===== src/rtl/add_sub_acc_ctrl.sv =====
// -----------------------------------------------------------------------------
// add_sub_acc_ctrl
//
// Sequential control stage wrapped around an external N-bit combinational
// adder/subtractor. Commands (opcode + operand) arrive over a valid/ready
// handshake, one command is executed against the accumulator using the
// external adder, and the result (accumulator + flags) is presented over a
// second valid/ready handshake until the consumer takes it.
//
// Handshake semantics (both sides): a transfer happens on a rising clk edge
// where valid && ready are both 1. In_ready and Out_valid are functions of
// the FSM state only, so neither side has a combinational path to the other.
//
// Ports:
//   clk        rising-edge clock
//   rst        asynchronous reset, active-high
//   In_valid   command valid
//   In_ready   command accepted when In_valid && In_ready (high in IDLE)
//   Op         opcode: 00 LOAD, 01 ADD, 10 SUB, 11 CLEAR
//   D          operand
//   Add_A      to adder A (always the accumulator)
//   Add_B      to adder B (latched operand during EXEC, else 0)
//   Add_Sel    to adder Sel (1 = subtract; only during EXEC of a SUB)
//   Add_S      from adder sum/difference
//   Add_Co     from adder carry out
//   Add_Ov     from adder signed overflow
//   Out_valid  result valid (high in HOLD)
//   Out_ready  downstream accepts the result
//   Acc        accumulator value
//   Co_flag    carry out (for SUB: 1 = no borrow)
//   Ov_flag    signed overflow
//   Z_flag     Acc == 0
//   Neg_flag   Acc[N-1]
// -----------------------------------------------------------------------------
module add_sub_acc_ctrl #(
    parameter int N = 4
) (
    input  logic         clk,
    input  logic         rst,
    input  logic         In_valid,
    output logic         In_ready,
    input  logic [1:0]   Op,
    input  logic [N-1:0] D,
    output logic [N-1:0] Add_A,
    output logic [N-1:0] Add_B,
    output logic         Add_Sel,
    input  logic [N-1:0] Add_S,
    input  logic         Add_Co,
    input  logic         Add_Ov,
    output logic         Out_valid,
    input  logic         Out_ready,
    output logic [N-1:0] Acc,
    output logic         Co_flag,
    output logic         Ov_flag,
    output logic         Z_flag,
    output logic         Neg_flag
);

    localparam logic [1:0] OP_LOAD  = 2'b00;
    localparam logic [1:0] OP_ADD   = 2'b01;
    localparam logic [1:0] OP_SUB   = 2'b10;
    localparam logic [1:0] OP_CLEAR = 2'b11;

    typedef enum logic [1:0] {
        IDLE = 2'd0,
        EXEC = 2'd1,
        HOLD = 2'd2
    } state_t;

    state_t       state;
    state_t       state_next;

    logic [1:0]   op_r;
    logic [N-1:0] d_r;

    logic         accept;
    logic [N-1:0] acc_next;
    logic         co_next;
    logic         ov_next;

    // ------------------------------------------------------------------
    // FSM state register
    // ------------------------------------------------------------------
    always_ff @(posedge clk or posedge rst) begin
        if (rst) begin
            state <= IDLE;
        end else begin
            state <= state_next;
        end
    end

    // ------------------------------------------------------------------
    // FSM next state and state-only handshake outputs
    // ------------------------------------------------------------------
    always_comb begin
        state_next = state;
        In_ready   = 1'b0;
        Out_valid  = 1'b0;
        case (state)
            IDLE: begin
                In_ready = 1'b1;
                if (In_valid) begin
                    state_next = EXEC;
                end
            end
            EXEC: begin
                // Always exactly one cycle: the adder result is captured on
                // the edge that leaves this state.
                state_next = HOLD;
            end
            HOLD: begin
                Out_valid = 1'b1;
                if (Out_ready) begin
                    state_next = IDLE;
                end
            end
            default: begin
                state_next = IDLE;
            end
        endcase
    end

    assign accept = (state == IDLE) && In_valid;

    // ------------------------------------------------------------------
    // Adder drive. Outside EXEC the adder sees Acc + 0 so its outputs are
    // quiet and predictable; they are never sampled there anyway.
    // ------------------------------------------------------------------
    always_comb begin
        Add_A   = Acc;
        Add_B   = '0;
        Add_Sel = 1'b0;
        if (state == EXEC) begin
            Add_B   = d_r;
            Add_Sel = (op_r == OP_SUB);
        end
    end

    // ------------------------------------------------------------------
    // Command register: captured only on the accepting edge, so a command
    // presented outside IDLE is left on the bus unconsumed.
    // ------------------------------------------------------------------
    always_ff @(posedge clk or posedge rst) begin
        if (rst) begin
            op_r <= OP_LOAD;
            d_r  <= '0;
        end else if (accept) begin
            op_r <= Op;
            d_r  <= D;
        end
    end

    // ------------------------------------------------------------------
    // Result selection for the EXEC->HOLD edge
    // ------------------------------------------------------------------
    always_comb begin
        acc_next = Acc;
        co_next  = Co_flag;
        ov_next  = Ov_flag;
        case (op_r)
            OP_LOAD: begin
                acc_next = d_r;
                co_next  = 1'b0;
                ov_next  = 1'b0;
            end
            OP_ADD, OP_SUB: begin
                acc_next = Add_S;
                co_next  = Add_Co;
                ov_next  = Add_Ov;
            end
            OP_CLEAR: begin
                acc_next = '0;
                co_next  = 1'b0;
                ov_next  = 1'b0;
            end
            default: begin
                acc_next = Acc;
            end
        endcase
    end

    // ------------------------------------------------------------------
    // Accumulator and flags. Z/Neg are registered from the new value in the
    // same edge so all five outputs switch together.
    // ------------------------------------------------------------------
    always_ff @(posedge clk or posedge rst) begin
        if (rst) begin
            Acc      <= '0;
            Co_flag  <= 1'b0;
            Ov_flag  <= 1'b0;
            Z_flag   <= 1'b1;
            Neg_flag <= 1'b0;
        end else if (state == EXEC) begin
            Acc      <= acc_next;
            Co_flag  <= co_next;
            Ov_flag  <= ov_next;
            Z_flag   <= (acc_next == '0);
            Neg_flag <= acc_next[N-1];
        end
    end

endmodule


===== config.mk =====
export PLATFORM = sky130hd
export DESIGN_NAME = add_sub_acc_ctrl
export DESIGN_NICKNAME = d
export VERILOG_FILES = /design/src/rtl/add_sub_acc_ctrl.sv
export SDC_FILE = /design/constraint.sdc
export NUM_CORES = 1
export LEC_CHECK = 0
export ABC_AREA = 1
export CAP_MARGIN = 10
export CORE_UTILIZATION = 25
export DETAILED_ROUTE_END_ITERATION = 16
export GPL_TIMING_DRIVEN = 1
export PLACE_DENSITY = 0.5
export SLEW_MARGIN = 20
export SYNTH_ARGS = -nofsm -noshare
export SYNTH_HDL_FRONTEND = slang
export SYNTH_SLANG_ARGS = --single-unit

===== constraint.sdc =====
create_clock -name clk -period 1.32 [get_ports clk]
set_input_delay 0.264 -clock clk [delete_from_list [all_inputs] [get_ports clk]]
set_output_delay 0.264 -clock clk [all_outputs]
set_load 0.005 [all_outputs]

==> impl_metrics.tcl, run 1 <==
set metrics [dict create \
    power_frac_clock_pct 9.9 \
    design.die.area_sq_um 3392 \
    tritoncts.num_buffers 3 \
    synth_top_cell_by_area "sky130_fd_sc_hd__dfrtp_1" \
    synth_area_per_cell_sq_um 8.885 \
    synth.top_cells.by_area "sky130_fd_sc_hd__dfrtp_1, sky130_fd_sc_hd__nand2_1, sky130_fd_sc_hd__o21ai_2, sky130_fd_sc_hd__inv_1, sky130_fd_sc_hd__buf_4" \
    post-route-worst-setup-slack_ns -0.1463 \
    period_share_pct 111.1 \
    timing.max_cap.violations 0 \
    timing.critical_path.arrival_ns 1.20 \
    worstMarginPinSlew_ns 0.3223 \
    global_route_wire_length_before_repair_um 3111 \
    finalNetCount 153 \
    routed_via_density 4.000 \
    yosysTopAreaCellShare_pct 44.30 \
    power_density_nw_per_um2 2195 \
    total_power_w 0.002758 \
    failed_checks "setup timing" \
    timing.critical_path.to_type "primary output" \
    setup_repair_after_global_routing_missed_its_margin "yes" \
    tritoncts "done" \
    cts.sink_count 15 \
    core-area_sq_um 3028 \
    pin_count_of_the_biggest_net_entering_global_routing 14 \
    fin_worst_hold_slack_ns 0.2230 \
    areaGrowthSynthToFinish_pct 58.86 \
    diodes 0 \
    grt_usage_pct 12.10 \
    clock_insertion_delay_worst_skew_ns 0.28 \
    via_count 712 \
    power_frac_seq_pct 28.8 \
    max_freq_ghz 0.6820 \
    combinationalPowerShare_pct 61.2 \
    layout_min_cycle_time_ns 1.466 \
    leakagePower_nw 0.6236 \
    ant_nets 0 \
    post-route-drc-count 0 \
    gp_routability_congestion 0.7368 \
    std_cell_rows 20 \
    routed_wl_um 1858 \
    dp_hpwl_um 1424 \
    drt-pass1-iter-count 4 \
    initial_core_util_pct 26.12 \
    report.final.slew_viol_count 0 \
    seq_area_frac_synth_pct 47.63 \
    synthesis.nets 107 \
    netlist_instances 89 \
    setup.worst_path.start_class "register" \
    grt_pass1_vias 689 \
    die_x_um 58.24 \
    classification_of_the_worst_setup_path "register to primary output" \
    die_height_um 58.24 \
    power.internal_w 0.001671 \
    maxSlewHeadroom_pct 78.49 \
    clk_transition_reported_paths_ns 0.10 \
    utilization_pct 41.49 \
    power.net_switching_w 0.001087 \
    final_design_area_excluding_fillers_sq_um 1256 \
    route.detailed.wl_per_inst_um 10.44 \
    cts.root.buffer_cell "sky130_fd_sc_hd__clkbuf_4" \
    synthDistinctLibCells 19 \
    synth-warning-count 0 \
    number_of_antenna_violations_at_the_first_check_in_global_routing 0 \
    post_cts_hold_buffer_count 0 \
    clock_tree.htree_level_count 1 \
    outcome "finished with violations" \
    port_buffers 34 \
    final_layout_size_suffix_gt1_share_pct 37.31 \
    drt_iter0_drc 11 \
    power.ir.vdd_worst_v 0.0009450 \
    fin_skew_ns 0.0005982 \
    swShare_pct 39.41 \
    synth_area_sq_um 790.8 \
    cts_max_path_buffers 2 \
    ios 35 \
    timing.critical_path.fanout_max 7 \
    place_area_sq_um 1182 \
    critPathRequiredTime_ns 1.06 \
    synth-seq-cells 15 \
    path_type_of_the_worst_min_delay_path "input port to asynchronous set/reset pin" \
    final_hold_viol_count 0 \
    setup_violations 6 \
    grt_overflow 0 \
]
-- registers in the layout, indices dropped and copies added (netlist names) --
register and flops:
Co_flag 1, Ov_flag 1, Acc 4, d_r 4, Z_flag 1, op_r 2, state 2
-- cell usage after synthesis --
| library cell | n |
|---|---|
| sky130_fd_sc_hd__nor2_2 | 1 |
| sky130_fd_sc_hd__nor2_1 | 10 |
| sky130_fd_sc_hd__buf_12 | 1 |
| sky130_fd_sc_hd__a31oi_1 | 3 |
| sky130_fd_sc_hd__o21a_1 | 1 |
| sky130_fd_sc_hd__inv_1 | 11 |
| sky130_fd_sc_hd__nand2_1 | 18 |
| sky130_fd_sc_hd__o21ai_2 | 6 |
| sky130_fd_sc_hd__buf_4 | 5 |
| sky130_fd_sc_hd__inv_4 | 1 |
| sky130_fd_sc_hd__nor2_4 | 1 |
| sky130_fd_sc_hd__clkbuf_8 | 1 |
| sky130_fd_sc_hd__o21ai_0 | 1 |
| sky130_fd_sc_hd__ha_1 | 2 |
| sky130_fd_sc_hd__dfstp_2 | 1 |
| sky130_fd_sc_hd__dfrtp_1 | 14 |
| sky130_fd_sc_hd__nand2_2 | 4 |
| sky130_fd_sc_hd__inv_2 | 1 |
| sky130_fd_sc_hd__nand3_1 | 7 |
-- path summary, 6_finish.rpt --
check	cells after the start	to	slack, ns	startpoint
hold / removal	2	Acc[1]	0.22	rst
min in group clk	2	Z_flag	0.47	Z_flag
hold reg to reg	2	Z_flag	0.47	Z_flag
setup / recovery	5	Add_B[3]	-0.15	state[1]
max in group asynchronous	3	d_r[1]	0.67	rst
setup reg to reg	8	Z_flag	0.11	op_r[0]
-- per-layer routing --
layer | part of all wire, % | GRT usage [%] | vias to the layer above | routed length, um
met5 | 0 | 0 | - | 0
met4 | 1.5 | 7.143 | 0 | 27
met3 | 4.0 | 1.339 | 2 | 75
met2 | 48 | 18.88 | 24 | 884
met1 | 47 | 16.13 | 323 | 871
li1 | - | - | 363 | -
-- worst max-delay path, cell delays in order, from the launching register on --
cell and delay [ns]:
sky130_fd_sc_hd__dfrtp_1 0.41, sky130_fd_sc_hd__buf_6 0.12, sky130_fd_sc_hd__nor2_4 0.13, sky130_fd_sc_hd__inv_4 0.07
sky130_fd_sc_hd__nor2_1 0.08, sky130_fd_sc_hd__buf_2 0.12
-- placed cells by master, fill, tap and decap left out, drive strengths merged, types with 2 or more instances in the layout --
master,n
clkdlybuf4s50,15
nor2,12
dlygate4sd2,11
clkbuf,4
buf,20
nand2,22
dfrtp,14
o21ai,7
inv,13
nand3,7
a31oi,3
ha,2
-- through the flow --
step	setup TNS, ns	cells	setup slack, ns
finish	-0.8466	178	-0.1463
global route	-1.170	178	-0.1962
CTS	-0.7897	178	-0.1404
detailed placement	-0.7666	169	-0.1225
global placement	-0.7683	169	-0.1490
floorplan	0	89	0.1970
-- kinds of logic after synthesis --
kind of cell	share of synthesized area, %
AOI/OAI and AO/OA	10.60
DFF	47.63
buffers and inverters	15.51
adders and majority gates	3.164
and+or+nand+nor	23.10
-- power groups by stage --
stage	Combinational (W)	Clock (W)	Sequential (W)
final	0.00169	0.000274	0.000795
after global routing	0.00187	0.000302	0.000815
after CTS	0.00157	0.000288	0.000790
after detailed placement	0.00156	0	0.000820
after global placement	0.00157	0	0.000805
after floorplan	0.000881	0	0.000816
-- timing repair --
item                                    in CTS  in global routing
hold endpoints to repair                     0                  0
pin swaps                                    1                  1
resized for setup                           44                 11
buffers inserted                             5                  1
endpoints found under the setup margin      21                 11
-- layout make-up --
cell class | instances | area (sq um)
repair buffers | 48 | 404.1
flip-flops and latches | 15 | 376.6
inverters | 13 | 53.80
multi-input cells | 54 | 339.1
clock inverters | 1 | 5.005
clock buffers | 3 | 22.52
fillers | 320 | 1772
well taps | 44 | 55.05
Note: power is estimated with default switching activity, not from simulation.
==> run 2, diff against run 1 <==
--- a/config.mk
+++ b/config.mk
@@ -11,7 +11,9 @@
 export DETAILED_ROUTE_END_ITERATION = 16
 export GPL_TIMING_DRIVEN = 1
 export PLACE_DENSITY = 0.5
+export RECOVER_POWER = 100
 export SLEW_MARGIN = 20
 export SYNTH_ARGS = -nofsm -noshare
 export SYNTH_HDL_FRONTEND = slang
 export SYNTH_SLANG_ARGS = --single-unit
+export TNS_END_PERCENT = 5
==> impl_metrics.tcl, run 2 (synthesis results as in run 1) <==
set metrics [dict create \
    failed_checks "setup timing" \
    clock_insertion_delay_worst_skew_ns 0.28 \
    diodes 0 \
    final_layout_size_suffix_gt1_share_pct 33.33 \
    final_hold_viol_count 0 \
    layout_min_cycle_time_ns 1.467 \
    setup.worst_path.start_class "register" \
    report.final.slew_viol_count 0 \
    grt_pass1_vias 672 \
    largest_registers "Acc x4, d_r x4" \
    regToRegEndpoint "Z_flag" \
    final_common_cell "sky130_fd_sc_hd__nand2_1" \
    outcome "finished with violations" \
    gp_routability_congestion 0.7368 \
    tritoncts.num_buffers 3 \
    global_route_wire_length_before_repair_um 3084 \
    port_buffers 34 \
    design.die.area_sq_um 3392 \
    power.ir.vdd_worst_v 0.0009422 \
    finalNetCount 151 \
    period_share_pct 111.1 \
    setup_repair_after_global_routing_missed_its_margin "yes" \
    initial_core_util_pct 26.12 \
    worstMarginPinSlew_ns 0.4265 \
    grt_usage_pct 12.00 \
    timing.critical_path.arrival_ns 1.20 \
    r2r_cells 8 \
    setup_violations 5 \
    core-area_sq_um 3028 \
    std_cell_rows 20 \
    routed_wl_um 1874 \
    power_density_nw_per_um2 2189 \
    crit-reg2reg-launch "state[1]" \
    critical-path-max-stage-delay_ns 0.41 \
    critical_path.cell_chain "buf_6 -> nor2_4 -> inv_4 -> nor2_1 -> buf_2" \
    pin_count_of_the_biggest_net_entering_global_routing 14 \
    classification_of_the_worst_setup_path "register to primary output" \
    reg2reg_slack_ns 0.04 \
    clk_transition_reported_paths_ns 0.10 \
    cts.root.buffer_cell "sky130_fd_sc_hd__clkbuf_4" \
    preCtsSetupSlack_ns -0.1225 \
    post_cts_hold_buffer_count 0 \
    utilization_pct 40.08 \
    drt_iter0_drc 10 \
    leakagePower_nw 0.6055 \
    max_freq_ghz 0.6817 \
    post-route-drc-count 0 \
    cts_max_path_buffers 2 \
    ant_nets 0 \
    path_type_of_the_worst_min_delay_path "input port to asynchronous set/reset pin" \
    fin_worst_hold_slack_ns 0.3563 \
    dp_hpwl_um 1424 \
    die_height_um 58.24 \
    routed_via_density 3.983 \
    clock_tree.htree_level_count 1 \
    worst_path_max_delay_cell "sky130_fd_sc_hd__dfrtp_1" \
    route.detailed.wl_per_inst_um 10.65 \
    grt_overflow 0 \
    areaGrowthSynthToFinish_pct 53.48 \
    fin_skew_ns 0.001443 \
    timing.critical_path.to_type "primary output" \
    post-route-worst-setup-slack_ns -0.1469 \
    tritoncts "done" \
    maxSlewHeadroom_pct 71.57 \
    timing.max_cap.violations 0 \
    setup.worst_path.start "state[1]" \
    die_x_um 58.24 \
    timing.critical_path.fanout_max 7 \
    via_count 701 \
    drt-pass1-iter-count 4 \
    critPathRequiredTime_ns 1.06 \
    most-common-layout-cells "sky130_fd_sc_hd__nand2_1, sky130_fd_sc_hd__dfrtp_1, sky130_fd_sc_hd__clkdlybuf4s50_1, sky130_fd_sc_hd__dlygate4sd2_1" \
    number_of_antenna_violations_at_the_first_check_in_global_routing 0 \
    cts.sink_count 15 \
    ios 35 \
]
## run 2: timing repair
| item | CTS | global route |
|---|---|---|
| resized for setup | 42 | 9 |
| pin swaps | 1 | 1 |
| setup endpoints to repair | 21 | 11 |
| buffers inserted | 2 | 1 |
## run 2: final cells by class
class	count	area, sq um
Tap cell	44	55.05
Fill cell	324	1814
Multi-Input combinational cell	54	324.1
Clock buffer	3	22.52
Clock inverter	1	5.005
Inverter	13	53.80
Timing Repair Buffer	46	376.6
Sequential cell	15	376.6
## run 2: per-stage QoR
stage / total power, W / instances / setup TNS, ns / instance area, sq um
3_5_place_dp: 0.002383 / 169 / -0.7666 / 1182
6_report: 0.002656 / 176 / -0.7087 / 1214
4_1_cts: 0.002575 / 175 / -0.8372 / 1195
3_3_place_gp: 0.002374 / 169 / -0.7683 / 1182
5_1_grt: 0.002876 / 176 / -1.079 / 1214
2_1_floorplan: 0.001697 / 89 / 0 / 790.8
## run 2: metal layers
layer  vias up  GRT usage [%]  part of all wire, %
met5         -              0                    0
met4         0          7.143                  1.4
met3         2          1.339                  3.6
met2        20          18.56                   47
met1       320          16.13                   48
li1        359              -                    -
## run 2: how the worst max path moves through the flow
stage | to | slack (ns) | depth (start not counted)
6_report | Add_B[3] | -0.15 | 5
5_1_grt | Add_Sel | -0.20 | 5
4_1_cts | Add_B[2] | -0.14 | 5
3_5_place_dp | Add_B[0] | -0.12 | 4
3_3_place_gp | Add_B[2] | -0.15 | 4
2_1_floorplan | Z_flag | 0.20 | 7
## run 2: worst max-delay path, delay by kind of cell, from the launching register on
family,cells,cell delay [ns]
buf+inv,3,0.30
flops,1,0.41
simple gates,2,0.21
## run 2: power breakdown
| group | total [W] | internal, W | switching, W |
|---|---|---|---|
| sequential | 0.000798 | 0.000680 | 0.000119 |
| combinational | 0.00158 | 0.000807 | 0.000775 |
| clock | 0.000276 | 0.000113 | 0.000163 |
| total | 0.00266 | 0.00160 | 0.00106 |
==> run 3, diff against run 2 <==
--- a/config.mk
+++ b/config.mk
@@ -6,12 +6,12 @@
 export NUM_CORES = 1
 export LEC_CHECK = 0
 export ABC_AREA = 1
-export CAP_MARGIN = 10
 export CORE_UTILIZATION = 25
 export DETAILED_ROUTE_END_ITERATION = 16
 export GPL_TIMING_DRIVEN = 1
 export PLACE_DENSITY = 0.5
 export RECOVER_POWER = 100
+export SETUP_SLACK_MARGIN = 0.2
 export SLEW_MARGIN = 20
 export SYNTH_ARGS = -nofsm -noshare
 export SYNTH_HDL_FRONTEND = slang
==> impl_metrics.tcl, run 3 (synthesis results as in run 1) <==
set metrics [dict create \
    timing.critical_path.fanout_max 7 \
    areaGrowthSynthToFinish_pct 55.54 \
    post-route-worst-setup-slack_ns -0.09645 \
    clock_tree.htree_level_count 1 \
    report.final.slew_viol_count 0 \
    core-area_sq_um 3028 \
    timing.critical_path.arrival_ns 1.15 \
    grt_pass1_vias 724 \
    final_design_area_excluding_fillers_sq_um 1230 \
    post-route-drc-count 0 \
    worstMarginPinSlew_ns 0.7955 \
    most-common-layout-cells "sky130_fd_sc_hd__dfrtp_1, sky130_fd_sc_hd__clkdlybuf4s50_1, sky130_fd_sc_hd__nand2_1, sky130_fd_sc_hd__buf_2, sky130_fd_sc_hd__nand2_2" \
    ios 35 \
    pin_count_of_the_biggest_net_entering_global_routing 16 \
    via_count 744 \
    setup_violations 11 \
    route.detailed.wl_per_inst_um 10.68 \
    critPathRequiredTime_ns 1.06 \
    routed_via_density 4.180 \
    number_of_antenna_violations_at_the_first_check_in_global_routing 0 \
    classification_of_the_worst_setup_path "register to primary output" \
    tritoncts "done" \
    swShare_pct 41.17 \
    routed_wl_um 1901 \
    global_route_wire_length_before_repair_um 3243 \
    cts.root.buffer_cell "sky130_fd_sc_hd__clkbuf_4" \
    cts.sink_count 15 \
    cts_max_path_buffers 2 \
    grt_overflow 0 \
    failed_checks "setup timing" \
    critical_path.cell_chain "buf_6 -> nor2_4 -> inv_4 -> nor2_2 -> buf_2" \
    port_buffers 34 \
    leakagePower_nw 0.6022 \
    layout_min_cycle_time_ns 1.416 \
    drt_iter0_drc 7 \
    max_freq_ghz 0.7060 \
    drt-pass1-iter-count 4 \
    timing.max_cap.violations 0 \
    total_power_w 0.002706 \
    final_hold_viol_count 0 \
    power_density_nw_per_um2 2200 \
    largest_registers "Acc x4, d_r x4" \
    place_area_sq_um 1187 \
    maxSlewHeadroom_pct 46.97 \
    std_cell_rows 20 \
    ant_nets 0 \
    tritoncts.num_buffers 3 \
    grt_usage_pct 13.07 \
    die_x_um 58.24 \
    combinationalPowerShare_pct 60.7 \
    final_layout_size_suffix_gt1_share_pct 50.75 \
    clock_insertion_delay_worst_skew_ns 0.28 \
    gp_routability_congestion 0.7198 \
    setup_repair_after_global_routing_missed_its_margin "yes" \
    power.internal_w 0.001592 \
    worst_hold_path.num_cells 2 \
    power_frac_clock_pct 9.6 \
    power_frac_seq_pct 29.7 \
    power.net_switching_w 0.001114 \
    setup.worst_path.start_class "register" \
    critical-path-max-stage-delay_ns 0.39 \
    r2r_cells 8 \
    clk_transition_reported_paths_ns 0.09 \
    die_height_um 58.24 \
    dp_hpwl_um 1417 \
    path_type_of_the_worst_min_delay_path "register to register" \
    initial_core_util_pct 26.12 \
    power.ir.vdd_worst_v 0.0008856 \
    diodes 0 \
    finalNetCount 153 \
    design.die.area_sq_um 3392 \
    timing.critical_path.to_type "primary output" \
    period_share_pct 107.3 \
    outcome "finished with violations" \
    fin_skew_ns 0.006786 \
    worst_path_max_delay_cell "sky130_fd_sc_hd__dfrtp_1" \
]
==> run 3: cell types whose count changed in the layout (fill, tap and decap cells not counted), sizes merged <==
cell	delta
clkbuf	+6
dlygate4sd2	-11
buf	+7
==> run 3: worst paths after layout <==
check | start | to | slack (ns)
setup / recovery | state[1] | Add_B[2] | -0.1
hold / removal | Z_flag | Z_flag | 0.47
setup reg to reg | state[0] | op_r[1] | -0.02
hold reg to reg | Z_flag | Z_flag | 0.47
max in group asynchronous | rst | state[1] | 0.19
min in group asynchronous | rst | Acc[1] | 0.62
==> run 3: per-stage QoR <==
step                setup WS (ns)  hold WS [ns]  setup TNS [ns]  std cells  util, %
finish                   -0.09645        0.4697         -0.5565        178    40.62
global route              -0.1606        0.4845          -1.650        178    40.62
CTS                       -0.1145        0.2738         -0.6640        178    42.11
detailed placement        -0.1359        0.4611         -0.8102        168    39.21
global placement          -0.1491        0.4583         -0.7615        168    39.21
floorplan                  0.2144        0.1648               0         89        -
==> run 3: critical path: cells and delay by family, from the launching register on <==
kind | cells | cell delay, ns
buffers and inverters | 3 | 0.30
and+or+nand+nor | 2 | 0.18
DFF | 1 | 0.39
==> run 3: power groups by stage <==
| stage | Combinational, W | Clock, W | Sequential [W] |
|---|---|---|---|
| 3_3_place_gp | 0.00160 | 0 | 0.000810 |
| 6_report | 0.00164 | 0.000261 | 0.000803 |
| 2_1_floorplan | 0.000937 | 0 | 0.000816 |
| 5_1_grt | 0.00182 | 0.000294 | 0.000825 |
| 3_5_place_dp | 0.00158 | 0 | 0.000823 |
| 4_1_cts | 0.00176 | 0.000274 | 0.000805 |
==> run 3: area by class of cell <==
type | count | area, sq um
clock inverters | 1 | 5.005
inverters | 13 | 53.80
flip-flops and latches | 15 | 376.6
repair buffers | 48 | 365.4
multi-input cells | 54 | 351.6
well taps | 44 | 55.05
fillers | 334 | 1798
clock buffers | 3 | 22.52
==> run 3: repair_timing <==
action / in CTS / in global routing
hold buffers: 0 / 0
pin swaps: 6 / 10
endpoints found under the hold margin: 0 / 0
endpoints found under the setup margin: 27 / 28
resized for setup: 90 / 16
buffers inserted: 6 / 0
==> run 3: metal layers <==
metal	vias up	track usage (%)	share of wire, %
met5	-	0	0
met4	0	7.143	2.4
met3	4	3.571	4.4
met2	27	21.18	49
met1	343	15.67	44
li1	370	-	-
==> RTL edit, RTL diff (settings of run 3) <==
Set the parameter `N` to 2 (it was 4).
--- a/src/rtl/add_sub_acc_ctrl.sv
+++ b/src/rtl/add_sub_acc_ctrl.sv
@@ -34,5 +34,5 @@
 // -----------------------------------------------------------------------------
 module add_sub_acc_ctrl #(
-    parameter int N = 4
+    parameter int N = 2
 ) (
     input  logic         clk,
Ports: changed (5 resized); port bits go from 35 to 25. The function was not compared with the original's and may differ.
==> RTL edit against run 3 <==
- the run still ends with setup timing left
- routed wire length shrank 31%
- sequential cell count shrank 4
- clock power shrank 8.0%
- setup slack gained 0.0099 ns
- sequential power shrank 27%
- critical path depth is the same
- power shrank 28%
- non-clock buffer count shrank 14
- count of clock-buffer cells in the layout is the same
- design area shrank 27%
- area after synthesis shrank 32%
- largest cell class unchanged
- via count shrank 28%
- first-iteration DRC count shrank 43%
- critical path type unchanged
==> RTL edit: results (changes against run 3) <==
| Metric | Value |
|---|---|
| Outcome | `complete, but fails checks` |
| Failing checks | `setup timing` |
| R2R setup slack | `0.08 ns (+0.10 ns)` |
| VDD IR max | `1.23 mV (+39%)` |
| Reg2reg path depth | `8 (unchanged)` |
| Vias | `537 (-28%)` |
| Leakage dissipation | `0.457 nW (-24%)` |
| Synth Area in Compound Gates | `6.25% (-4.4 points)` |
| Placed Area | `852 um^2 (-28%)` |
| Fraction of registers with async set/reset | `100% (unchanged)` |
| Worst-path maximum fanout | `5 (-2)` |
| Clk root buf | `clkbuf_4` |
| I/O Buffers | `24 (-29%)` |
| Most common flop cell mapped by yosys | `dfrtp_1` |
| Fin nets | `117 (-24%)` |
| Total CTS buffers | `3 (unchanged)` |
| GRT Total Usage | `13.2% (+0.16 points)` |
| Antenna cell count | `0 (unchanged)` |
| Mapped Nets | `81 (-24%)` |
| Layout cells sized above 1 | `43.1% (-7.6 points)` |
| Xor/xnor share of the synthesized area | `0% (unchanged)` |
| Reg-to-Reg Start | `op_r[0]` |
| WL/cell | `10.1 um (-5.0%)` |
| WL final | `1.31 mm (-31%)` |
| Post-synthesis mux area share | `0% (unchanged)` |
| Final setup viols | `3 (-8)` |
| Synth warnings | `0 (unchanged)` |
| Setup ws final | `-0.0866 ns (+0.00989 ns)` |
| Area share of fa/ha/maj cells after synthesis | `4.63% (+1.5 points)` |
| Pin count of the biggest net entering global routing | `12 (-4)` |
| Synth area leaders | `dfrtp_1 (46%), nand2_1 (13%), inv_1 (6.9%)` |
| Slew HR | `71.2% (+24 points)` |
| Cells after synthesis | `67 (-25%)` |
| Hold crit path type | `in -> async` |
| Htree depth | `1 (unchanged)` |
| Netlist cell types | `13 (-6)` |
| Clk_skew | `0.00237 ns (-0.00441 ns)` |
| Worst-path clk slew | `0.08 ns` |
| Critical Path Source | `state[1]` |
| Iter 0 DRT Violations | `4 (-3)` |
| Initial antenna violation count | `0 (unchanged)` |
| First-pass GRT wire length | `2.21 mm (-32%)` |
| DP Wirelength | `1.01 mm (-29%)` |
| Capture point of the worst path | `Add_Sel` |
| Critical path arrival | `1.14 ns` |
| Register area share after synthesis | `51.2% (+3.5 points)` |
| Synth top cells by count | `nand2_1 (18), dfrtp_1 (10), inv_1 (10), nor2_1 (10), o21ai_0 (5)` |
| Clock buffer depth | `2 (unchanged)` |
| Vias in the first global route | `482 (-33%)` |
| Clock Latency Late Sink | `0.27 ns` |
| Gpl congestion | `0.753 (+4.6%)` |
| First drt pass iteration count | `4 (unchanged)` |
| Worst r2r dst | `Z_flag` |
-- RTL edit: cells by family after synthesis --
logic type / count (synthesis)
flops: 11
fa+ha+maj: 2
compound gates: 6
buf+inv: 15
simple gates: 33
-- RTL edit: worst max-delay path: stages (launching register included) --
cell and delay [ns]:
dfrtp_1 0.40, buf_6 0.13, nor2_4 0.08, inv_2 0.07
nor2_2 0.08, buf_2 0.11
-- RTL edit: through the flow --
stage | TNS [ns] | hold WS (ns) | worst slack [ns]
finish | -0.253 | 0.418 | -0.0866
global route | -0.798 | 0.468 | -0.173
CTS | -0.379 | 0.300 | -0.122
detailed placement | -0.675 | 0.469 | -0.156
global placement | -0.601 | 0.462 | -0.203
floorplan | 0 | 0.116 | 0.238
-- RTL edit: what timing repair did --
action,4_1_cts,5_1_grt
resized for setup,58,18
setup buffers,2,0
pin swaps,11,13
hold buffers,0,0
endpoints found under the setup margin,20,17
-- RTL edit: worst min path at each step --
stage	startpoint	endpoint	slack (ns)	cells past startpoint
floorplan	rst	Acc[0]	0.12	1
global placement	Z_flag	Z_flag	0.46	2
detailed placement	Z_flag	Z_flag	0.47	2
CTS	rst	state[1]	0.30	2
global route	rst	state[1]	0.47	2
finish	rst	Acc[1]	0.42	2
-- RTL edit: routing by layer --
| layer | track usage (%) | routed length, um |
|---|---|---|
| met1 | 16.2 | 565 |
| met2 | 19.7 | 635 |
| met3 | 6.29 | 85 |
| met4 | 5.88 | 22 |
| met5 | 0 | 0 |
-- RTL edit: report_power, final --
part	internal, mW	switching (mW)	total, mW
combinational	0.563	0.556	1.12
sequential	0.497	0.0927	0.590
clock	0.112	0.128	0.240
-- RTL edit: area by class of cell --
type / instances / area [um^2]
flip-flops and latches: 11 / 277
multi-input cells: 41 / 245
inverters: 12 / 45.0
clock inverters: 1 / 5.00
fillers: 205 / 1110
repair buffers: 34 / 265
clock buffers: 3 / 22.5
well taps: 27 / 33.8
